`src/rtl/pipe_skid_reg.sv`:
```
// Valid/ready pipeline stage with a 2-entry skid buffer, flush, bubble control and a stall counter.
// Latency is 1 cycle when empty; in_ready comes only from the state flops, so backpressure is absorbed by the skid entry.
module pipe_skid_reg #(
    parameter int                 DATA_W      = 32,
    parameter int                 CTRL_W      = 8,
    parameter logic [CTRL_W-1:0]  CTRL_BUBBLE = '0,
    parameter int                 CNT_W       = 16
) (
    input  logic              clk,
    input  logic              reset,
    input  logic              flush,
    input  logic              in_valid,
    output logic              in_ready,
    input  logic [DATA_W-1:0] in_data,
    input  logic [CTRL_W-1:0] in_ctrl,
    output logic              out_valid,
    input  logic              out_ready,
    output logic [DATA_W-1:0] out_data,
    output logic [CTRL_W-1:0] out_ctrl,
    output logic [CNT_W-1:0]  stall_cnt
);

    typedef enum logic [1:0] {EMPTY, ONE, TWO} state_t;

    state_t            state, state_nxt;
    logic              load_main_in, load_main_skid, load_skid;
    logic [DATA_W-1:0] main_data, skid_data;
    logic [CTRL_W-1:0] main_ctrl, skid_ctrl;

    assign out_valid = (state != EMPTY);
    assign in_ready  = (state != TWO);
    assign out_data  = main_data;
    assign out_ctrl  = main_ctrl;

    always_comb begin
        state_nxt      = state;
        load_main_in   = 1'b0;
        load_main_skid = 1'b0;
        load_skid      = 1'b0;
        case (state)
            EMPTY: begin
                if (in_valid) begin
                    state_nxt    = ONE;
                    load_main_in = 1'b1;
                end
            end
            ONE: begin
                if (out_ready && in_valid) begin
                    load_main_in = 1'b1;
                end else if (out_ready) begin
                    state_nxt = EMPTY;
                end else if (in_valid) begin
                    state_nxt = TWO;
                    load_skid = 1'b1;
                end
            end
            TWO: begin
                if (out_ready) begin
                    state_nxt      = ONE;
                    load_main_skid = 1'b1;
                end
            end
            default: state_nxt = EMPTY;
        endcase
        // Flush drops held entries and anything offered this cycle.
        if (flush) begin
            state_nxt      = EMPTY;
            load_main_in   = 1'b0;
            load_main_skid = 1'b0;
            load_skid      = 1'b0;
        end
    end

    always_ff @(posedge clk or posedge reset) begin
        if (reset) begin
            state <= EMPTY;
        end else begin
            state <= state_nxt;
        end
    end

    always_ff @(posedge clk or posedge reset) begin
        if (reset) begin
            main_data <= '0;
            main_ctrl <= CTRL_BUBBLE;
            skid_data <= '0;
            skid_ctrl <= '0;
        end else begin
            if (load_main_in) begin
                main_data <= in_data;
                main_ctrl <= in_ctrl;
            end else if (load_main_skid) begin
                main_data <= skid_data;
                main_ctrl <= skid_ctrl;
            end
            // An empty stage must never present stale control.
            if (state_nxt == EMPTY) begin
                main_ctrl <= CTRL_BUBBLE;
            end
            if (load_skid) begin
                skid_data <= in_data;
                skid_ctrl <= in_ctrl;
            end
        end
    end

    always_ff @(posedge clk or posedge reset) begin
        if (reset) begin
            stall_cnt <= '0;
        end else if (out_valid && !out_ready && (stall_cnt != {CNT_W{1'b1}})) begin
            stall_cnt <= stall_cnt + CNT_W'(1);
        end
    end

endmodule

```
`config.mk`:
```
export PLATFORM = sky130hd
export DESIGN_NAME = pipe_skid_reg
export DESIGN_NICKNAME = d
export VERILOG_FILES = /design/src/rtl/pipe_skid_reg.sv
export SDC_FILE = /design/constraint.sdc
export NUM_CORES = 1
export LEC_CHECK = 0
export ABC_AREA = 1
export CAP_MARGIN = 20
export CELL_PAD_IN_SITES_DETAIL_PLACEMENT = 1
export CELL_PAD_IN_SITES_GLOBAL_PLACEMENT = 1
export CORE_MARGIN = 4
export CORE_UTILIZATION = 37
export CTS_CLUSTER_SIZE = 16
export DETAILED_ROUTE_END_ITERATION = 16
export PLACE_DENSITY = 0.82
export SETUP_SLACK_MARGIN = 0.4
export SYNTH_ARGS = -nofsm -noshare
export SYNTH_HDL_FRONTEND = slang
export SYNTH_SLANG_ARGS = --single-unit
```
`constraint.sdc`:
```
create_clock -name clk -period 4.2 [get_ports clk]
set_input_delay 1.05 -clock clk [delete_from_list [all_inputs] [get_ports clk]]
set_output_delay 1.05 -clock clk [all_outputs]
set_load 0.05 [all_outputs]
```
==> impl_metrics.py <==
metrics = {
    "finish": {
        "fin_util": 0.4959,
        "final_common_cell": "nand2_1",
        "multi_input_area_um2": 1739,
        "nets": 702,
        "final-seq-area_um2": 2452,
        "layout_common_cells": "159 x nand2_1, 102 x clkdlybuf4s50_1, 98 x dfrtp_1",
        "diodes": 0,
        "fillers": 1459,
        "drive_above_1_share": 0.07867,
        "area_growth_pct": 31.12,
    },
    "route": {
        "wl_per_cell_um": 15.47,
        "first_pass_iters": 4,
        "ant_nets": 0,
        "drtIter0Drc": 241,
        "drt-total-wl_um": 12500,
        "route.detailed.drc": 0,
        "vias": 3990,
        "via_per_inst": 4.938,
    },
    "floorplan": {
        "core-area_um2": 12010,
        "start_util": 0.3782,
        "chipHeight_um": 118.8,
        "rows": 40,
        "die_area_um2": 14120,
        "io_pins": 103,
        "dieWidth_um": 118.8,
    },
    "sta": {
        "finalCritPeriodShare": 0.6888,
        "skew_ns": 0.005738,
        "fmax_ghz": 0.3457,
        "rsz0062_at_grt": "false",
        "fin_tns_setup_ns": 0,
        "drv_slew": 0,
        "setup_violations": 0,
        "hold_violations": 0,
        "setup_ws_ns": 1.307,
        "fin_crit_ns": 2.893,
        "worstMarginPinSlew_ns": 0.8323,
        "slew_headroom": 0.4451,
    },
    "synthesis": {
        "yosys_warnings": 0,
        "syn-num-nets": 608,
        "synth_cell_types": 25,
        "synth_seq_cells": 98,
        "syn_area_um2": 4543,
        "seq_area_frac_synth": 0.5398,
        "postSynthCellCount": 562,
        "avgSynthCellArea_um2": 8.084,
        "synth_top_area_frac": 0.5398,
        "yosys.area.top_type": "dfrtp_1",
        "synthTopCellsByArea": "dfrtp_1 54%, nand2_1 13%, o21ai_1 5.7%",
    },
    "cts": {
        "cts_hold_buf": 0,
        "h-tree-depth": 3,
        "post_cts_buffers": 0,
        "cts_tree": "done",
        "cts.clk_slew.worst_paths_ns": 0.07,
        "clock_path_buffers": 2,
        "cts_buffers": 9,
        "cts-resized-gates": 0,
        "clkSinkCount": 98,
        "cts-root-buf": "clkbuf_16",
        "insertion_delay_ns": 0.34,
    },
    "grt": {
        "grt_start_max_net_pins": 66,
        "grt_usage": 0.1858,
        "antenna_found_initial": 0,
        "grt_pass1_vias": 4376,
        "overflow": 0,
        "grt_pass1_wl_um": 21600,
    },
    "critical_path": {
        "start_kind": "primary input",
        "crit_end": "out_data[16]",
        "critPathKind": "in2reg",
        "cp_max_fo": 50,
        "critPathLaunch": "out_ready",
        "regToRegSetupSlack_ns": 2.09,
        "path_cells": "clkdlybuf4s50_1 > inv_1 > nand2_1 > nand2_2 > buf_4 > o21ai_0 > o21ai_1 > nand2_1",
        "cp.arrival_ns": 3.13,
        "slowest_delay_ns": 0.53,
        "critical_path_required_ns": 4.43,
        "worstSetupEndpointType": "flip-flop",
        "crit_top_cell": "nand2_1",
        "reg2reg_to": "out_data[26]",
        "slowest_stage": "buf_4",
        "ff2ff_path_depth": 7,
        "r2r_start": "state[1]",
    },
    "placement": {
        "globalplace.congestion": 0.8552,
        "port_buffers": 102,
        "dpl_worst_slack_ns": 0.9682,
        "dp_hpwl_um": 8582,
    },
    "power": {
        "p_clk_frac": 0.274,
        "pwr-share-seq": 0.429,
        "p_sw_uw": 1035,
        "p_leak_uw": 0.002881,
        "ir_drop_v": 0.0002481,
        "internal-power_uw": 1813,
        "power_frac_comb": 0.297,
        "switching_share": 0.3635,
        "pwr_density_cell_nw_per_um2": 478.1,
    },
    "outcome": {
        "status": "finished clean",
    },
    "flow_run": {
        "cap_violations": 0,
    },
    "worst_hold_path": {
        "hold_class": "reg2reg",
    },
}
[worst max-delay path, delay by kind of cell]
family / cells / cell delay [ns]
buffers and inverters: 3 / 1.10
AND/OR/NAND/NOR: 3 / 0.62
AO/OA/AOI/OAI: 2 / 0.34
[layout make-up]
class | instances | share of cell area
Sequential cell | 98 | 0.4117
Multi-Input combinational cell | 377 | 0.2920
Timing Repair Buffer | 107 | 0.1777
Inverter | 63 | 0.04075
Clock buffer | 9 | 0.03781
Tap cell | 147 | 0.03088
Clock inverter | 7 | 0.009242
[synth_stat cells, drive strengths merged]
master  count
nor2       60
buf         9
clkinv      1
o21ai      69
nor3        1
nand2     177
clkbuf     15
dfrtp      98
nand4       6
xnor2       7
ha          1
inv        62
nand3       7
a21oi      41
o211ai      8
[layer usage]
| metal | share of wire | global-route usage |
|---|---|---|
| met1 | 0.46 | 0.2436 |
| met2 | 0.49 | 0.3155 |
| met3 | 0.034 | 0.03134 |
| met4 | 0.015 | 0.05720 |
| met5 | 0 | 0 |
[state kept, by name (all words and copies together), names as in the netlist]
register / flops
out_data: 32
skid_data: 32
stall_cnt: 16
out_ctrl: 8
skid_ctrl: 8
state: 2
[power groups by stage]
stage | registers [µW] | logic, µW | clock network (µW)
after floorplan | 1500 | 273 | 0
after global placement | 1230 | 819 | 0
after detailed placement | 1240 | 848 | 0
after CTS | 1220 | 855 | 801
after global routing | 1240 | 921 | 836
final | 1220 | 845 | 781
[through the flow]
step | cells | power, µW | cell area (µm²) | hold WS [ns]
CTS | 808 | 2879 | 5957 | 0.4797
floorplan | 562 | 1772 | 4543 | 0.4781
finish | 808 | 2848 | 5957 | 0.4733
detailed placement | 792 | 2084 | 5677 | 0.4632
global route | 808 | 3002 | 5957 | 0.5034
global placement | 792 | 2050 | 5677 | 0.4594
[kinds of logic after synthesis]
kind of cell,count (synthesis),share of synthesized area
compound gates,118,0.1352
simple gates,251,0.2308
flops,98,0.5398
xor+xnor,7,0.01350
fa+ha+maj,1,0.002754
buf+inv,87,0.07794
[worst min-delay path by stage]
stage	from	cells past startpoint	slack [ns]	to
2_1_floorplan	skid_data[15]	2	0.48	skid_data[15]
3_3_place_gp	out_ctrl[1]	2	0.46	out_ctrl[1]
3_5_place_dp	out_ctrl[2]	2	0.46	out_ctrl[2]
4_1_cts	out_ctrl[2]	2	0.48	out_ctrl[2]
5_1_grt	out_ctrl[0]	2	0.50	out_ctrl[0]
6_report	out_ctrl[2]	2	0.47	out_ctrl[2]
No activity file was read; power rests on OpenSTA's default activity.
